==> config.mk <==
export PLATFORM = sky130hd
export DESIGN_NAME = baud_gen_frac
export DESIGN_NICKNAME = d
export VERILOG_FILES = /design/src/rtl/baud_gen_frac.sv
export SDC_FILE = /design/constraint.sdc
export NUM_CORES = 1
export LEC_CHECK = 0
export CORE_ASPECT_RATIO = 0.8
export CORE_UTILIZATION = 38
export DETAILED_ROUTE_END_ITERATION = 8
export GPL_TIMING_DRIVEN = 0
export SETUP_SLACK_MARGIN = 0.5
export SLEW_MARGIN = 20
export SYNTH_ARGS = -nofsm -noshare
export SYNTH_HDL_FRONTEND = slang
export SYNTH_SLANG_ARGS = --single-unit
==> constraint.sdc <==
create_clock -name clk -period 2.9 [get_ports clk]
set_input_delay 0.58 -clock clk [delete_from_list [all_inputs] [get_ports clk]]
set_output_delay 0.58 -clock clk [all_outputs]
set_load 0.02 [all_outputs]
==> src/rtl/baud_gen_frac.sv <==
// Fractional baud generator: rx oversample tick with average period D + F/2^FRAC_W
// cycles, plus derived rx bit-centre and tx bit ticks, all from one clock.
module baud_gen_frac #(
  parameter int unsigned DIV_W  = 16,
  parameter int unsigned FRAC_W = 4,
  parameter int unsigned OSR    = 16
) (
  input  logic       clk,
  input  logic       rst_n,
  input  logic       enable,
  input  logic       wrt,
  input  logic [1:0] addr,
  input  logic [7:0] data,
  input  logic       rx_sync,
  input  logic       clr_tx_baud,
  output logic       rx_baud_en,
  output logic       rx_mid_en,
  output logic       tx_baud_en,
  output logic       running
);

  localparam int unsigned CNT_W = DIV_W + 1;
  localparam int unsigned SUB_W = (OSR > 2) ? $clog2(OSR) : 1;
  localparam int unsigned ACC_W = FRAC_W + 1;
  localparam logic [SUB_W-1:0] SUB_LAST = SUB_W'(OSR - 1);
  localparam logic [SUB_W-1:0] SUB_MID  = SUB_W'(OSR / 2 - 1);

  logic [DIV_W-1:0]  sh_div;
  logic [FRAC_W-1:0] sh_frac;
  logic [DIV_W-1:0]  div_q;
  logic [FRAC_W-1:0] frac_q;
  logic [FRAC_W-1:0] acc;
  logic              carry;
  logic [CNT_W-1:0]  cnt;
  logic [SUB_W-1:0]  rx_sub;
  logic [SUB_W-1:0]  tx_sub;

  logic              commit;
  logic              active;
  logic [CNT_W-1:0]  period;
  logic              rx_tick;

  // Period of the current rx interval stretches by one whenever the accumulator carried.
  always_comb begin
    commit  = enable && wrt && (addr == 2'd3) && data[0];
    active  = enable && (div_q != '0);
    period  = CNT_W'(div_q) + CNT_W'(carry);
    rx_tick = active && (cnt == period) && !commit && !rx_sync;
  end

  assign rx_baud_en = rx_tick;
  assign rx_mid_en  = rx_tick && (rx_sub == SUB_MID);
  assign tx_baud_en = rx_tick && (tx_sub == SUB_LAST) && !clr_tx_baud;
  assign running    = active;

  // Shadow divisor registers; they only reach the counters on a commit.
  always_ff @(posedge clk or negedge rst_n) begin
    if (!rst_n) begin
      sh_div  <= '0;
      sh_frac <= '0;
    end else if (enable && wrt) begin
      case (addr)
        2'd0:    sh_div[7:0]       <= data;
        2'd1:    sh_div[DIV_W-1:8] <= data[DIV_W-9:0];
        2'd2:    sh_frac           <= data[FRAC_W-1:0];
        default: ;
      endcase
    end
  end

  // Active divisor, period counter, fractional accumulator and tick sub-counters.
  always_ff @(posedge clk or negedge rst_n) begin
    if (!rst_n) begin
      div_q  <= '0;
      frac_q <= '0;
      cnt    <= CNT_W'(1);
      acc    <= '0;
      carry  <= 1'b0;
      rx_sub <= '0;
      tx_sub <= '0;
    end else if (enable) begin
      if (commit) begin
        div_q  <= sh_div;
        frac_q <= sh_frac;
        cnt    <= CNT_W'(1);
        acc    <= '0;
        carry  <= 1'b0;
        rx_sub <= '0;
        tx_sub <= '0;
      end else begin
        if (rx_sync) begin
          cnt    <= CNT_W'(1);
          acc    <= '0;
          carry  <= 1'b0;
          rx_sub <= '0;
        end else if (rx_tick) begin
          cnt          <= CNT_W'(1);
          {carry, acc} <= ACC_W'(acc) + ACC_W'(frac_q);
          rx_sub       <= rx_sub + SUB_W'(1);
        end else if (active) begin
          cnt <= cnt + CNT_W'(1);
        end

        // A restart coinciding with a tick wins, so tx_sub lands on 0.
        if (clr_tx_baud) begin
          tx_sub <= '0;
        end else if (rx_tick) begin
          tx_sub <= tx_sub + SUB_W'(1);
        end
      end
    end
  end

endmodule

=== Word-level counts from Yosys, hierarchy flattened ===
Index checks and enable logic that the tools add are counted.

* Output and inout port bits: 4
* Memory bits (read-only): 0
* Bits in latches: 0
* RAM bits: 0
* Register bits: 70
* Memories kept: 0

* $mul: 0
* Shifts and indexed selects: 0
* Eq/ne operators: 6
* Add/subtract/negate cells: 5
* Muxes and demuxes: 16
* Div/mod/pow operators: 0
* Bitwise gates (word level): 0
* Order comparisons: 0
* Reductions and logical operators: 25

{| class="wikitable"
|+ Operators with widths
! cell !! count
|-
| $mux 17 || 4
|-
| $mux 4 || 9
|-
| $add 16x1->17 || 1
|-
| $add 17x1->17 const B || 1
|-
| $eq 17x17->1 || 1
|-
| $reduce_bool 16->1 || 1
|-
| $reduce_and 2->1 || 7
|-
| $logic_and 1x1->1 || 10
|-
| $add 4x1->4 const B || 2
|-
| $reduce_bool 3->1 || 2
|-
| $add 4x4->5 || 1
|-
| $eq 2x2->1 const B || 2
|-
| $eq 4x3->1 const B || 1
|-
| $eq 4x4->1 const B || 1
|-
| $reduce_bool 4->1 || 1
|-
| $logic_not 1->1 || 3
|-
| $mux 1 || 3
|-
| $eq 2x1->1 const B || 1
|-
| $logic_not 2->1 || 1
|}

=== Depth between registers and ports, before layout ===
* Word-level depth: 9
* Depth in mapped cells: 11
* Depth with buffers taken out: 10

=== Least setup slack after synthesis ===
OpenSTA, ideal clock, no wires.

* Path type: input to output
* From: in addr[0]
* To: out rx_mid_en
* Data arrival time: 2779 ps
* Path slack: -459 ps
* Stages on the path: 8
* Buffers on the path: 1
* Required time: 2320 ps
* Cell sequence: and3_1 -> and3_4 -> buf_6 -> or4_4 -> a2111oi_4 -> o2111ai_2 -> nand2b_1 -> nor3_1

* Cells in the longest elaborated chain, start to end: 7

{| class="wikitable"
|+ Ends and longest elaborated chain
! what !! RTL line !! RTL
|-
| start: declaration || 12 || <nowiki>input logic [1:0] addr,</nowiki>
|-
| $eq 2x2->1 || 45 || <nowiki>commit = enable && wrt && (addr == 2'd3) && data[0];</nowiki>
|-
| $logic_and 1x1->1 (2 in series) || 45 ||
|-
| $logic_not 1->1 || 48 || <nowiki>rx_tick = active && (cnt == period) && !commit && !rx_sync;</nowiki>
|-
| $logic_and 1x1->1 (2 in series) || 48 ||
|-
| $logic_and 1x1->1 || 52 || <nowiki>assign rx_mid_en = rx_tick && (rx_sub == SUB_MID);</nowiki>
|-
| end: declaration || 17 || <nowiki>output logic rx_mid_en,</nowiki>
|}

Every way passes these cells.

=== Final worst setup path ===
Same ends and word-level chain as after synthesis.

==> impl_metrics.tcl <==
set metrics [dict create \
    cts_made_buffers 9 \
    wl_per_cell_um 17.09 \
    setup-violations-final 32 \
    intPower_mw 2.204 \
    syn_to_final_growth_pct 27.23 \
    core_um2 10280 \
    clock_power_share_pct 33.4 \
    met1_usage_pct 29.18 \
    die_x_um 117.1 \
    hold_viol 0 \
    die-area_um2 11010 \
    place_ws_ps -1470 \
    rsz0062_at_grt "true" \
    die_h_um 94.06 \
    routed_wl_um 10050 \
    crit_path_end "rx_mid_en" \
    h-tree-depth 3 \
    yosys.area.top_type "dfrtp_1" \
    drive_gt1_share_pct 28.13 \
    grt_pass1_vias 3173 \
    use_met2_pct 29.24 \
    period_share_pct 117.7 \
    synth.area.top_cells "dfrtp_1 (43%), mux2_2 (11%), xnor2_1 (3.5%), nand2_1 (3.0%), ha_1 (2.8%)" \
    p_comb_share_pct 25.5 \
    grtUsageMet3_pct 5.032 \
    swShare_pct 30.81 \
    worst_slack_ps -512.8 \
    finish.utilization_pct 49.81 \
    diodes 0 \
    port_buffers 19 \
    fmax_mhz 293.0 \
    synth_flop_cell "dfrtp_1" \
    hp-class "primary input to asynchronous set/reset pin" \
    top_usage_layer "met2" \
    start_util_pct 39.15 \
    vdd_ir_drop_max_mv 0.3433 \
    worstPathArrival_ps 2830 \
    gr-total-overflow 0 \
    grt_pass1_wl_um 16420 \
    startpoint_type "primary input" \
    worst_slew_pin_slew_ps 1039 \
    rows 33 \
    ys_seq_area_share_pct 43.55 \
    clk_pin_slew_ps 50 \
    clock_sinks 70 \
    crit_start "addr[0]" \
    synth_async_sr_flop_share_pct 100.0 \
    leakagePower_nw 2.170 \
    critical_path_class "primary input to primary output" \
    cts_buffer_depth 2 \
    antenna_found_initial 0 \
    cp-end-kind "primary output" \
    drtPass1Iterations 5 \
    io_pins 20 \
    power_density_nw_per_um2 621.9 \
    drtAntennaViolNets 0 \
    r2r-start "div_q[0]" \
    fin_area_um2 5121 \
    ys_seq_elements 70 \
    synthTopCellsByCount "dfrtp_1 (69), mux2_2 (38), nand2_1 (32)" \
    sequentialPowerShare_pct 41.1 \
    via_per_inst 5.621 \
    avgSynthCellArea_um2 10.27 \
    cts_tree "done" \
    grt_max_degree 47 \
    total_power_mw 3.185 \
    final_nets 469 \
    reg2reg_to "rx_sub[3]" \
    cap_violations 0 \
    vias 3305 \
    slew_headroom_pct 30.46 \
    post-route-drc-count 0 \
    drtIter0Drc 240 \
    dp.cells 552 \
    synth_edf_count 0 \
    hpwl_um 7062 \
    grt_use_total_pct 19.94 \
    yosys.cell_count.top_type "dfrtp_1" \
    outcome "complete, but fails checks" \
    ys_warn_count 0 \
    p_sw_mw 0.9814 \
    fin_skew_ps 5.044 \
    reg2reg_slack_ps -430 \
    cp.required_ps 2320 \
    gp_congestion 0.8603 \
    violations "negative setup slack" \
    syn_inst 392 \
    layout_min_cycle_time_ps 3413 \
    synthesis.area_um2 4025 \
    synth_fp_nets 418 \
    slew_viol_final 0 \
    ys_types 67 \
    cts_root_buf "clkbuf_16" \
    reg2regPathDepth 13 \
    cp_max_fo 4 \
    yosys.area.top_type_share_pct 42.90 \
    final_cells 588 \
    place_area_um2 4486 \
    worst_skew_pair.late_latency_ps 330 \
]
-- cell type report --
type | instances | area (µm²)
well taps | 140 | 175.2
plain buffers | 20 | 118.9
repair buffers | 39 | 376.6
fillers | 951 | 5160
multi-input cells | 291 | 2369
clock inverters | 4 | 47.55
flip-flops and latches | 70 | 1753
clock buffers | 12 | 236.5
inverters | 12 | 45.04
-- power groups by stage --
stage / clock network, mW / logic [mW] / registers, mW
final: 1.06 / 0.812 / 1.31
after global routing: 1.13 / 0.888 / 1.33
after CTS: 1.09 / 0.764 / 1.30
after detailed placement: 0 / 0.701 / 1.32
after global placement: 0 / 0.681 / 1.31
after floorplan: 0 / 0.541 / 1.26
-- what timing repair did --
item | CTS | global route
pin swaps | 12 | 15
gates cloned | 2 | 0
hold buffers | 0 | 0
setup endpoints to repair | 52 | 51
buffers inserted | 11 | 7
resized for setup | 46 | 21
-- how the worst min path moves through the flow --
stage / startpoint / endpoint / slack (ps) / cells after the start
4_1_cts: rst_n / sh_div[13] / 170 / 1
2_1_floorplan: rst_n / acc[0] / 280 / 0
5_1_grt: rst_n / sh_div[13] / 190 / 1
6_report: rst_n / sh_div[13] / 170 / 1
3_3_place_gp: sh_div[3] / div_q[3] / 460 / 2
3_5_place_dp: sh_div[3] / div_q[3] / 470 / 2
-- critical path: stages --
cell and delay [ps]:
dlygate4sd2_1 280, and3_4 200, and3_4 180, buf_8 110, or4_4 520, a2111oi_4 300
o2111ai_4 190, nand2b_4 220, nor3_4 130, buf_6 130
-- logic make-up after synthesis --
logic type | count (synthesis) | synth area share [%]
buffers and inverters | 32 | 3.606
XOR/XNOR | 21 | 4.569
AO/OA/AOI/OAI | 74 | 13.99
AND/OR/NAND/NOR | 145 | 19.86
adder cells (fa/ha/maj) | 10 | 3.295
multiplexers | 40 | 11.13
flip-flops | 70 | 43.55
-- layer usage --
layer | wire length (µm) | vias up | share of wire [%]
met4 | 63 | 0 | 0.63
met2 | 4446 | 88 | 44
met5 | 0 | - | 0
met1 | 5008 | 1644 | 50
met3 | 528 | 6 | 5.3
li1 | - | 1567 | -
-- layout by cell type, fill, tap and decap left out, types with 4 or more instances in the layout --
master,synthesis,final
nand2_1,32,31
nand4_1,11,11
xnor2_1,16,15
ha_1,9,7
mux2_2,38,38
clkdlybuf4s50_1,0,9
clkbuf_1,10,13
buf_4,3,18
and2_1,6,6
a22o_1,7,7
a21oi_1,9,7
dfrtp_1,69,69
and3_1,8,7
nor4_1,9,5
a21o_1,8,8
or4_1,11,9
xor2_1,5,5
nor2_1,20,16
nor2b_1,4,4
clkbuf_16,0,9
nand3_1,12,12
nor3_1,10,7
o21ai_0,19,15
buf_6,1,9
inv_1,11,10
-- through the flow --
| stage | setup TNS [ps] | hold slack (ps) |
|---|---|---|
| 2_1_floorplan | -653.4 | 284.4 |
| 3_3_place_gp | -120140 | 458.7 |
| 3_5_place_dp | -34700 | 472.0 |
| 4_1_cts | -8315 | 174.5 |
| 5_1_grt | -12530 | 186.8 |
| 6_report | -8681 | 167.6 |
-- sequential cells by signal, summed over array words and instances (netlist names) --
name,flops
carry,1
rx_sub,4
div_q,16
acc,4
sh_div,16
frac_q,4
sh_frac,4
tx_sub,4
cnt,17
Power figures use the tool's default switching activity.
